===== config.mk =====
export PLATFORM = sky130hd
export DESIGN_NAME = serial_addsub
export DESIGN_NICKNAME = d
export VERILOG_FILES = /design/src/rtl/arith_pkg.sv /design/src/rtl/addsub_cell.sv /design/src/rtl/serial_addsub.sv
export SDC_FILE = /design/constraint.sdc
export NUM_CORES = 1
export LEC_CHECK = 0
export CAP_MARGIN = 20
export CORE_MARGIN = 2
export CORE_UTILIZATION = 45
export CTS_BUF_LIST = sky130_fd_sc_hd__clkbuf_4 sky130_fd_sc_hd__clkbuf_8
export DETAILED_ROUTE_END_ITERATION = 10
export HOLD_SLACK_MARGIN = 0.15
export PLACE_DENSITY_LB_ADDON = 0.12
export SYNTH_ARGS = -nofsm -noshare
export SYNTH_HDL_FRONTEND = slang
export SYNTH_SLANG_ARGS = --single-unit

===== constraint.sdc =====
create_clock -name clk -period 4.13 [get_ports clk]
set_input_delay 0.826 -clock clk [delete_from_list [all_inputs] [get_ports clk]]
set_output_delay 0.826 -clock clk [all_outputs]
set_load 0.03 [all_outputs]

===== src/rtl/arith_pkg.sv =====
// rtl/arith_pkg.sv - shared types, mode constants and sizing helper for serial arithmetic
package arith_pkg;

    typedef enum logic {
        IDLE = 1'b0,
        RUN  = 1'b1
    } state_t;

    localparam logic MODE_SUB = 1'b0;
    localparam logic MODE_ADD = 1'b1;

    // Ceiling log2; returns 0 for v <= 1.
    function automatic int clog2(input int v);
        int r;
        r = 0;
        for (int i = 0; i < 31; i++) begin
            if ((1 << i) < v) begin
                r = i + 1;
            end
        end
        return r;
    endfunction

endpackage


===== src/rtl/addsub_cell.sv =====
// rtl/addsub_cell.sv - 1-bit full adder / full subtractor cell
import arith_pkg::*;

module addsub_cell (
    input  logic x,
    input  logic y,
    input  logic z,
    input  logic mode,
    output logic r,
    output logic co
);

    logic w_carry;
    logic w_borrow;

    // Sum and difference share the same XOR; only the carry/borrow term differs.
    assign r        = x ^ y ^ z;
    assign w_carry  = (x & y) | (x & z) | (y & z);
    assign w_borrow = (~x & z) | (~x & y) | (y & z);
    assign co       = (mode == MODE_ADD) ? w_carry : w_borrow;

endmodule


===== src/rtl/serial_addsub.sv =====
// rtl/serial_addsub.sv - digit-serial add/subtract unit with start/busy/done handshake
import arith_pkg::*;

module serial_addsub #(
    parameter int WIDTH = 8,
    parameter int DIGIT = 1
) (
    input  logic             clk,
    input  logic             rst_n,
    input  logic             start,
    input  logic             mode,
    input  logic [WIDTH-1:0] a,
    input  logic [WIDTH-1:0] b,
    input  logic             bin,
    output logic             busy,
    output logic             done,
    output logic [WIDTH-1:0] result,
    output logic             bout,
    output logic             ovf
);

    localparam int N  = WIDTH / DIGIT;
    localparam int CW = (clog2(N) < 1) ? 1 : clog2(N);

    generate
        if ((WIDTH % DIGIT) != 0) begin : g_bad_digit
            $error("serial_addsub: DIGIT must divide WIDTH exactly");
        end
    endgenerate

    state_t           r_state;
    state_t           w_next_state;
    logic             w_accept;
    logic             w_last;

    logic [CW-1:0]    r_cnt;
    logic [WIDTH-1:0] r_a;
    logic [WIDTH-1:0] r_b;
    logic [WIDTH-1:0] r_acc;
    logic             r_mode;
    logic             r_cy;
    logic [WIDTH-1:0] r_result;
    logic             r_bout;
    logic             r_ovf;
    logic             r_done;

    logic [DIGIT:0]   w_c;
    logic [DIGIT-1:0] w_digit;
    logic [WIDTH-1:0] w_acc_next;

    // Operands are shifted right each cycle, so the current digit is always at the bottom.
    assign w_c[0] = r_cy;

    genvar gi;
    generate
        for (gi = 0; gi < DIGIT; gi++) begin : g_cell
            addsub_cell u_cell (
                .x    (r_a[gi]),
                .y    (r_b[gi]),
                .z    (w_c[gi]),
                .mode (r_mode),
                .r    (w_digit[gi]),
                .co   (w_c[gi+1])
            );
        end

        // Results enter at the top of the accumulator so the LSB digit ends up at bit 0.
        if (N == 1) begin : g_acc_single
            assign w_acc_next = w_digit;
        end else begin : g_acc_shift
            assign w_acc_next = {w_digit, r_acc[WIDTH-1:DIGIT]};
        end
    endgenerate

    // Next-state logic: accept in IDLE, finish on the last digit.
    always_comb begin
        w_next_state = r_state;
        w_accept     = 1'b0;
        w_last       = 1'b0;
        case (r_state)
            IDLE: begin
                if (start) begin
                    w_accept     = 1'b1;
                    w_next_state = RUN;
                end
            end
            RUN: begin
                if (r_cnt == CW'(N - 1)) begin
                    w_last       = 1'b1;
                    w_next_state = IDLE;
                end
            end
            default: w_next_state = IDLE;
        endcase
    end

    // State register.
    always_ff @(posedge clk or negedge rst_n) begin
        if (!rst_n) begin
            r_state <= IDLE;
        end else begin
            r_state <= w_next_state;
        end
    end

    // Datapath: latch operands, step one digit per cycle, publish outputs on the last digit.
    always_ff @(posedge clk or negedge rst_n) begin
        if (!rst_n) begin
            r_cnt    <= '0;
            r_a      <= '0;
            r_b      <= '0;
            r_acc    <= '0;
            r_mode   <= MODE_SUB;
            r_cy     <= 1'b0;
            r_result <= '0;
            r_bout   <= 1'b0;
            r_ovf    <= 1'b0;
            r_done   <= 1'b0;
        end else begin
            r_done <= 1'b0;
            if (w_accept) begin
                r_a    <= a;
                r_b    <= b;
                r_mode <= mode;
                r_cy   <= bin;
                r_cnt  <= '0;
                r_acc  <= '0;
            end else if (r_state == RUN) begin
                r_a   <= r_a >> DIGIT;
                r_b   <= r_b >> DIGIT;
                r_cy  <= w_c[DIGIT];
                r_acc <= w_acc_next;
                r_cnt <= r_cnt + CW'(1);
                if (w_last) begin
                    r_result <= w_acc_next;
                    r_bout   <= w_c[DIGIT];
                    r_ovf    <= w_c[DIGIT-1] ^ w_c[DIGIT];
                    r_done   <= 1'b1;
                end
            end
        end
    end

    assign busy   = (r_state == RUN);
    assign done   = r_done;
    assign result = r_result;
    assign bout   = r_bout;
    assign ovf    = r_ovf;

endmodule

Word-level counts from Yosys, hierarchy flattened
Cells that the tools add are included.
Widths: inputs -> output; s select.
- reduce and logical (&&, ||, !) cells: 2
- equal/unequal tests: 1
- bitwise logic cells: 15
- add/subtract/negate cells: 1
- multiplexer cells: 20
- operator list (kind ; number):
    $mux 8 ; 6
    $mux 1 ; 11
    $mux 3 ; 2
    $and 1x1->1 ; 5
    $or 1x1->1 ; 4
    $add 3x1->3 const B ; 1
    $eq 3x3->1 const B ; 1
    $not 1->1 ; 3
    $reduce_and 3->1 ; 1
    $xor 1x1->1 ; 3
    $pmux 1 s2 ; 1
    $reduce_bool 2->1 ; 1
- input bits: 21
- word-level logic and storage cells: 50
- register bits after elaboration: 41
- output and inout bits: 12

Depth between registers and ports, before layout
Gate-level depths: netlist (run 1).
- depth in word-level cells: 7
- gate-level depth with buffers: 6
- mapped depth without buffers: 6

By module
A second synthesis (run 1) with hierarchy kept.
- cell total of the unflattened synthesis: 150
- area total of the unflattened synthesis: 1806.7 µm²
- modules (own cells, without submodules) (module ; times used ; sequential area each (µm²) ; area each (µm²) ; cells each):
    serial_addsub ; 1 ; 1001.0 ; 1730.4 ; 141
    addsub_cell ; 1 ; 0.0 ; 76.3 ; 9

Least setup slack after synthesis (run 1)
OpenSTA, ideal clock, no wires.
- kind: input -> register
- from: input port start
- to: register r_mode
- stages: 4
- arrival time: 1564 ps
- path buffers: 1
- library setup time: 125 ps
- path slack: 2441 ps
- data required time: 4005 ps
- cells stage by stage: buf_4 inv_1 nor2_1 mux2_2
- word-level cells in the longest chain between the ends: 2
- ends and longest elaborated chain (item ; line ; RTL):
    start: declaration ; serial_addsub.sv:10 ; input logic start,
    $mux 1 ; serial_addsub.sv:82 ; if (start) begin
    $mux 1 ; serial_addsub.sv:80 ; case (r_state)
    end signal: assignment ; serial_addsub.sv:124 ; r_mode <= mode;
    end: declaration ; serial_addsub.sv:40 ; logic r_mode;
Every way passes these cells.
A chain may end at the register's enable or synchronous reset.

Worst setup path after layout (run 1)
- from: register r_state, in the netlist busy
- to: output port busy
- RTL lines (item ; line ; RTL):
    start: declaration ; serial_addsub.sv:31 ; state_t r_state;
    start signal: assignment ; serial_addsub.sv:102 ; r_state <= w_next_state;
    end: declaration ; serial_addsub.sv:15 ; output logic busy,
No word-level cell between the ends.

==> impl_metrics.tcl, run 1 <==
set metrics [dict create \
    leakage_nw 1.019 \
    grt_pass1_wl_mm 5.264 \
    worstRegToRegCells 4 \
    wl_mm 3.036 \
    routedWlPerCell_microns 12.81 \
    grt_pass1_vias 1189 \
    via_count 1211 \
    skew_ns 0.007689 \
    nFillCells 318 \
    grt-ovfl-total 0 \
    period_minus_slack_ns 2.559 \
    pin_count 33 \
    nNetsFinal 213 \
    clock_sinks 40 \
    ant_nets 0 \
    clock-root-buffer "clkbuf_8" \
    crit_type "reg2out" \
    grtUsageTotal_pct 16.11 \
    routabilityCongestion 0.8133 \
    dp_cells 229 \
    worstPathRequired_ns 3.30 \
    start_util_pct 47.47 \
    n_antenna_cell 0 \
    syn_to_final_growth_pct 24.40 \
    drv_slew 0 \
    cts_resized 0 \
    grt_max_degree 49 \
    slew_headroom_pct 42.30 \
    dieArea_sq_mm 0.004438 \
    ir_worst_vdd_v 0.0002700 \
    start_kind "flip-flop" \
    tns_ns 0 \
    max_slew.worst_pin.slew_ns 0.8655 \
    outcome "completed" \
    dp_hpwl_mm 2.130 \
    yosysWarnings 0 \
    rsz0062_at_grt "no" \
    fmax_mhz 390.8 \
    r2r_slack_ns 2.58 \
    placementRows 22 \
    cp-end-kind "output pin" \
    fin_cells 237 \
    clock_path_buffers 2 \
    drc 0 \
    antenna_found_initial 0 \
    finalHoldWorstSlack_ns 0.4801 \
    cp-endpoint "busy" \
    syn_inst 155 \
    cp.arrival_ns 1.73 \
    core_region_area_sq_mm 0.003716 \
    drtPass1Iterations 4 \
    cts_made_buffers 5 \
    die_y_microns 66.62 \
    die_width_microns 66.62 \
    yosys.area.top_type_share_pct 56.74 \
    drive_gt1_share_pct 12.70 \
    maxCapViolations 0 \
    holdCritPathClass "reg2reg" \
    finalHoldViolCount 0 \
    syn_avg_cell_area_sq_um 11.38 \
    cts_tree "done" \
    post_drt_via_cell_ratio 5.110 \
    regArea_sq_mm 0.001001 \
    synth_seq_cells 40 \
    postCtsSetupRepairBufs 0 \
    ys_types 23 \
    powerDensity_mw_per_mm2 702.9 \
    io_buffer_count 32 \
    drt_iter0_drc 41 \
    synth.largest_area_cell "dfrtp_1" \
    final_util_pct 59.06 \
    syn_area_sq_mm 0.001764 \
    seq_area_frac_synth_pct 56.74 \
    postCtsHoldBufs 0 \
    finalSetupViolCount 0 \
    critPathLaunch "busy" \
    synth.area.top_cells "dfrtp_1 (57%), mux2i_1 (9.6%), o21ai_0 (6.5%)" \
    path_clk_slew_ns 0.08 \
    r2r_end "result[4]" \
    multi_input_area_sq_um 695.7 \
    r2r-start "r_cnt[0]" \
    htreeDepth 2 \
    clock_latency_ns 0.29 \
    synth_nets 180 \
    path_max_fanout 48 \
    period_share_pct 61.95 \
]
==> placed cells by master, fill, tap and decap left out, types with 2 or more instances in the layout <==
master           instances
clkdlybuf4s50_1         31
or3b_1                   2
clkinv_2                 2
o31ai_1                  2
mux2i_1                 17
mux2_2                   9
buf_4                    2
nor2_1                   5
dfrtp_1                 40
ha_1                     4
o21ai_0                 23
nand2_1                 28
inv_1                    4
nand2b_1                 2
a22o_1                   3
clkbuf_8                 6
==> flip-flops by register name, summed over array words and instances (netlist names) <==
register  flops
r_cnt         3
r_mode        1
r_acc         7
done          1
r_cy          1
r_b           8
r_a           8
ovf           1
bout          1
result        8
busy          1
==> synth_stat cells <==
library cell	count
xor2_1	1
a31o_2	1
nor2_1	5
o21ai_0	23
buf_4	2
o21bai_1	1
inv_1	4
a211oi_1	1
nand2_1	28
mux2_2	9
nand2b_1	2
o31ai_1	2
a21oi_1	1
dfrtp_1	40
a22o_1	3
or3b_1	2
and3b_2	1
clkbuf_1	4
nand2_2	1
buf_6	2
ha_1	4
o22a_2	1
mux2i_1	17
==> stage by stage <==
step | power, mW | setup slack, ns | cell area (sq um)
floorplan | 1.082 | 2.441 | 1764
global placement | 1.269 | 1.734 | 2102
detailed placement | 1.297 | 1.725 | 2102
CTS | 1.563 | 1.553 | 2195
global route | 1.664 | 1.484 | 2195
finish | 1.543 | 1.571 | 2195
==> area by class of cell <==
type	count	area share, %
clock buffer	6	3.763
tap	48	2.737
clock inverter	2	0.4561
timing repair buffer	34	15.05
inverter	4	0.6842
multi-input combinational	103	31.70
sequential	40	45.61
==> power breakdown <==
part / total, mW / internal [mW] / switching [mW]
sequential: 0.667 / 0.559 / 0.108
clock: 0.263 / 0.133 / 0.130
combinational: 0.612 / 0.287 / 0.325
total: 1.54 / 0.979 / 0.563
==> metal layers <==
| layer | vias up | part of all wire, % | GRT usage [%] |
|---|---|---|---|
| met5 | - | 0 | 0 |
| met4 | 0 | 2.1 | 8.418 |
| met3 | 8 | 4.9 | 3.716 |
| met2 | 26 | 48 | 26.75 |
| met1 | 581 | 45 | 19.41 |
| li1 | 596 | - | - |
==> cells by family (layout without fill, tap and decap cells) <==
family	Yosys count	after routing	synth area share (%)
multiplexers	26	26	15.39
buffers and inverters	12	46	3.829
AO/OA/AOI/OAI	33	33	11.06
AND/OR/NAND/NOR	39	39	9.646
flip-flops	40	40	56.74
XOR/XNOR	1	1	0.4965
adder cells (fa/ha/maj)	4	4	2.837
==> worst min-delay path by stage <==
stage               from        end  slack, ns  depth (start not counted)
6_report            bout       bout       0.48                          2
5_1_grt        result[7]  result[7]       0.50                          2
4_1_cts             bout       bout       0.49                          2
3_5_place_dp      r_b[2]     r_b[1]       0.47                          2
3_3_place_gp      r_b[3]     r_b[2]       0.46                          2
2_1_floorplan     r_a[3]     r_a[2]       0.45                          2
==> worst max-delay path, cell delays in order, from the launching register on <==
cell and delay, ns:
dfrtp_1 0.33, buf_4 0.36, clkdlybuf4s50_1 0.75
Note: power is estimated with default switching activity, not from simulation.
==> run 2: changes to the inputs <==
==> constraint.sdc (replaced) <==
create_clock -name clk -period 2.5 [get_ports clk]
set_input_delay 0.5 -clock clk [delete_from_list [all_inputs] [get_ports clk]]
set_output_delay 0.5 -clock clk [all_outputs]
set_load 0.03 [all_outputs]
==> impl_metrics.tcl, run 2 (synthesis results as in run 1) <==
set metrics [dict create \
    period_share_pct 73.27 \
    grt_max_degree 48 \
    powerDensity_mw_per_mm2 1162 \
    die_width_microns 66.62 \
    cts_resized 0 \
    final_cell_area_sq_mm 0.002200 \
    ir_worst_vdd_v 0.0004776 \
    leakage_nw 1.016 \
    dp_hpwl_mm 2.146 \
    p_sw_share_pct 36.12 \
    start_kind "flip-flop" \
    max_slew.worst_pin.slew_ns 0.8399 \
    final_common_cell "dfrtp_1" \
    routabilityCongestion 0.7713 \
    path_max_fanout 2 \
    crit_buf_inv 1 \
    rsz0062_at_grt "no" \
    place_area_sq_mm 0.002102 \
    switching_power_mw 0.9233 \
    finalHoldViolCount 0 \
    period_minus_slack_ns 1.832 \
    tns_ns 0 \
    r2r-start "r_cnt[0]" \
    holdCritPathClass "in2async" \
    core_region_area_sq_mm 0.003716 \
    p_comb_share_pct 39.3 \
    dieArea_sq_mm 0.004438 \
    grt_pass1_vias 1190 \
    drtPass1Iterations 3 \
    wl_mm 2.911 \
    placementRows 22 \
    n_antenna_cell 0 \
    mostFrequentLayoutCells "dfrtp_1 (40), clkdlybuf4s50_1 (31), nand2_1 (28)" \
    slowest_delay_ns 0.69 \
    start_util_pct 47.47 \
    cp_top_family "buffers and inverters" \
    cp.arrival_ns 1.33 \
    postCtsSetupRepairBufs 0 \
    syn_to_final_growth_pct 24.68 \
    postCtsHoldBufs 0 \
    maxCapViolations 0 \
    p_int_mw 1.633 \
    drive_gt1_share_pct 12.70 \
    grtUsageTotal_pct 15.40 \
    cts_made_buffers 5 \
    clock_sinks 40 \
    die_y_microns 66.62 \
    cts_tree "done" \
    path_clk_slew_ns 0.08 \
    slowest_stage "clkdlybuf4s50_1" \
    fmax_mhz 545.9 \
    pin_count 33 \
    cp-end-kind "output pin" \
    via_count 1202 \
    total_power_mw 2.556 \
    outcome "completed" \
    worstPathRequired_ns 2.00 \
    critPathLaunch "result[6]" \
    clock_path_buffers 2 \
    nNetsFinal 213 \
    post_drt_via_cell_ratio 5.072 \
    pwr-share-seq_pct 43.3 \
    ant_nets 0 \
    clock_latency_ns 0.29 \
    path_cells "clkdlybuf4s50_1" \
    pwr-share-clk_pct 17.5 \
    io_buffer_count 32 \
    finalSetupViolCount 0 \
    grt_pass1_wl_mm 5.188 \
    drc 0 \
    routedWlPerCell_microns 12.28 \
    antenna_found_initial 0 \
    clock-root-buffer "clkbuf_8" \
    htreeDepth 2 \
    grt-ovfl-total 0 \
    slew_headroom_pct 44.00 \
    drv_slew 0 \
    drt_iter0_drc 53 \
    skew_ns 0.007564 \
    crit_type "reg2out" \
]
## run 2: path summary, 6_finish.rpt
path | end | slack, ns | cells after the start
max | result[6] | 0.67 | 1
min | result[2] | 0.31 | 1
max reg2reg | result[6] | 1.00 | 4
min reg2reg | bout | 0.49 | 2
max in group asynchronous | r_cnt[0] | 1.66 | 1
min in group clk | bout | 0.49 | 2
## run 2: per-stage QoR
stage / instances / setup slack [ns] / hold slack, ns / util, %
CTS: 237 / 0.6551 / 0.3385 / 59.19
global placement: 229 / 0.5866 / 0.4589 / 56.57
detailed placement: 229 / 0.5305 / 0.4697 / 56.57
finish: 237 / 0.6681 / 0.3061 / 59.19
floorplan: 155 / 1.097 / 0.2044 / -
global route: 237 / 0.6330 / 0.3831 / 59.19
## run 2: cell type report
cell class / count / area [sq um]
well taps: 48 / 60.06
multi-input cells: 103 / 695.7
repair buffers: 34 / 330.3
inverters: 4 / 15.01
fillers: 317 / 1516
clock inverters: 1 / 7.507
clock buffers: 7 / 90.09
flip-flops and latches: 40 / 1001
## run 2: routing by layer
layer / share of wire, % / track usage (%) / routed length, microns
met1: 47 / 18.94 / 1354
met2: 48 / 26.50 / 1391
met3: 4.8 / 4.561 / 141
met4: 0.79 / 3.827 / 23
met5: 0 / 0 / 0
## run 2: worst register-to-register path, delay by kind of cell, from the launching register on
| family | cells | cell delay [ns] |
|---|---|---|
| fa+ha+maj | 2 | 0.41 |
| flops | 1 | 0.40 |
| mux | 1 | 0.37 |
| simple gates | 1 | 0.22 |
## run 2: power by group through the flow
stage          Sequential (mW)  Combinational (mW)  Clock, mW
6_report                  1.11                1.00      0.447
5_1_grt                   1.15                1.12      0.491
4_1_cts                   1.11                1.02      0.459
3_5_place_dp              1.12                1.02          0
3_3_place_gp              1.10               0.995          0
2_1_floorplan             1.26               0.531          0
==> run 3: changes to the inputs <==
==> constraint.sdc (replaced) <==
create_clock -name clk -period 1.7 [get_ports clk]
set_input_delay 0.34 -clock clk [delete_from_list [all_inputs] [get_ports clk]]
set_output_delay 0.34 -clock clk [all_outputs]
set_load 0.03 [all_outputs]
==> impl_metrics.tcl, run 3 (synthesis results as in run 1) <==
set metrics [dict create \
    pin_count 33 \
    r2r-start "r_cnt[0]" \
    finalHoldViolCount 0 \
    period_minus_slack_ns 1.651 \
    crit_buf_inv 1 \
    crit_type "reg2out" \
    preCtsSetupSlack_ns 0.04998 \
    path_max_fanout 2 \
    cp-endpoint "result[0]" \
    io_buffer_count 32 \
    die_width_microns 66.62 \
    rsz0062_at_grt "no" \
    antenna_found_initial 0 \
    grtUsageTotal_pct 17.56 \
    placementRows 22 \
    cp.depth 1 \
    wl_mm 3.113 \
    post_drt_via_cell_ratio 5.070 \
    finalSetupViolCount 0 \
    powerDensity_mw_per_mm2 1711 \
    maxCapViolations 0 \
    ir_worst_vdd_v 0.0008291 \
    tns_ns 0 \
    worstRegToRegCells 4 \
    critPathLaunch "result[0]" \
    slowest_delay_ns 0.67 \
    nNetsFinal 219 \
    start_kind "flip-flop" \
    cp.arrival_ns 1.31 \
    start_util_pct 47.47 \
    outcome "completed" \
    cp-end-kind "output pin" \
    holdCritPathClass "reg2reg" \
    r2r_end "result[5]" \
    drtPass1Iterations 4 \
    dieArea_sq_mm 0.004438 \
    grt_pass1_wl_mm 5.630 \
    ant_nets 0 \
    final_util_pct 61.28 \
    clock-root-buffer "clkbuf_8" \
    via_count 1232 \
    leakage_nw 1.117 \
    drt_iter0_drc 57 \
    die_y_microns 66.62 \
    n_antenna_cell 0 \
    r2r_slack_ns 0.17 \
    layout_setup_ws_ns 0.04884 \
    postCtsSetupRepairBufs 0 \
    drc 0 \
    grt_pass1_vias 1273 \
    worstPathRequired_ns 1.36 \
    cp_top_family "buffers and inverters" \
    drive_gt1_share_pct 15.38 \
    dp_hpwl_mm 2.304 \
    routabilityCongestion 0.7615 \
    grt_max_degree 32 \
    clock_path_buffers 2 \
    fmax_mhz 605.6 \
    clock_latency_ns 0.30 \
    drv_slew 0 \
    slowest_stage "clkdlybuf4s50_1" \
    syn_to_final_growth_pct 29.08 \
    path_cells "clkdlybuf4s50_1" \
    cts_tree "done" \
    path_clk_slew_ns 0.07 \
    htreeDepth 2 \
    period_share_pct 97.13 \
    skew_ns 0.009268 \
    clock_sinks 40 \
    final_common_cell "dfrtp_1" \
    cts_made_buffers 5 \
    grt-ovfl-total 0 \
    slew_headroom_pct 62.88 \
    max_slew.worst_pin.slew_ns 0.5569 \
    mostFrequentLayoutCells "dfrtp_1 (40), nand2_1 (28), clkdlybuf4s50_1 (24)" \
    routedWlPerCell_microns 12.81 \
    core_region_area_sq_mm 0.003716 \
]
[run 3: final cells by class]
class / count / area (sq um)
Multi-Input combinational cell: 103 / 695.7
Tap cell: 48 / 60.06
Clock inverter: 3 / 46.29
Timing Repair Buffer: 40 / 390.4
Fill cell: 329 / 1439
Clock buffer: 5 / 68.82
Inverter: 4 / 15.01
Sequential cell: 40 / 1001
[run 3: worst min path at each step]
stage | start | end | slack [ns] | depth (start not counted)
after floorplan | rst_n | bout | 0.04 | 0
after global placement | rst_n | result[2] | 0.36 | 1
after detailed placement | rst_n | result[2] | 0.36 | 1
after CTS | r_b[4] | r_b[3] | 0.50 | 2
after global routing | r_acc[1] | r_acc[1] | 0.52 | 1
final | bout | bout | 0.49 | 2
[run 3: report_power, final]
group	internal, mW	switching [mW]	leakage, nW
logic	0.701	0.772	0.556
registers	1.36	0.284	0.506
clock network	0.442	0.342	0.0548
[run 3: what timing repair did]
action | 4_1_cts | 5_1_grt
hold buffers | 1 | 0
endpoints found under the hold margin | 24 | 0
endpoints found under the setup margin | 0 | 6
gates resized for setup | 0 | 6
[run 3: routing by layer]
metal / part of all wire (%) / global-route usage [%] / wire length [microns]
met2: 48 / 27.75 / 1506
met5: 0 / 0 / 0
met3: 6.0 / 4.392 / 188
met1: 43 / 21.49 / 1325
met4: 3.0 / 10.71 / 92
[run 3: metrics by stage]
step	cells	instance area (sq um)	hold WS (ns)	power, mW
2_1_floorplan	155	1764	0.04441	2.629
3_3_place_gp	234	2137	0.3622	3.097
3_5_place_dp	234	2137	0.3645	3.168
4_1_cts	243	2262	0.4951	3.971
5_1_grt	243	2277	0.5181	4.223
6_report	243	2277	0.4861	3.897
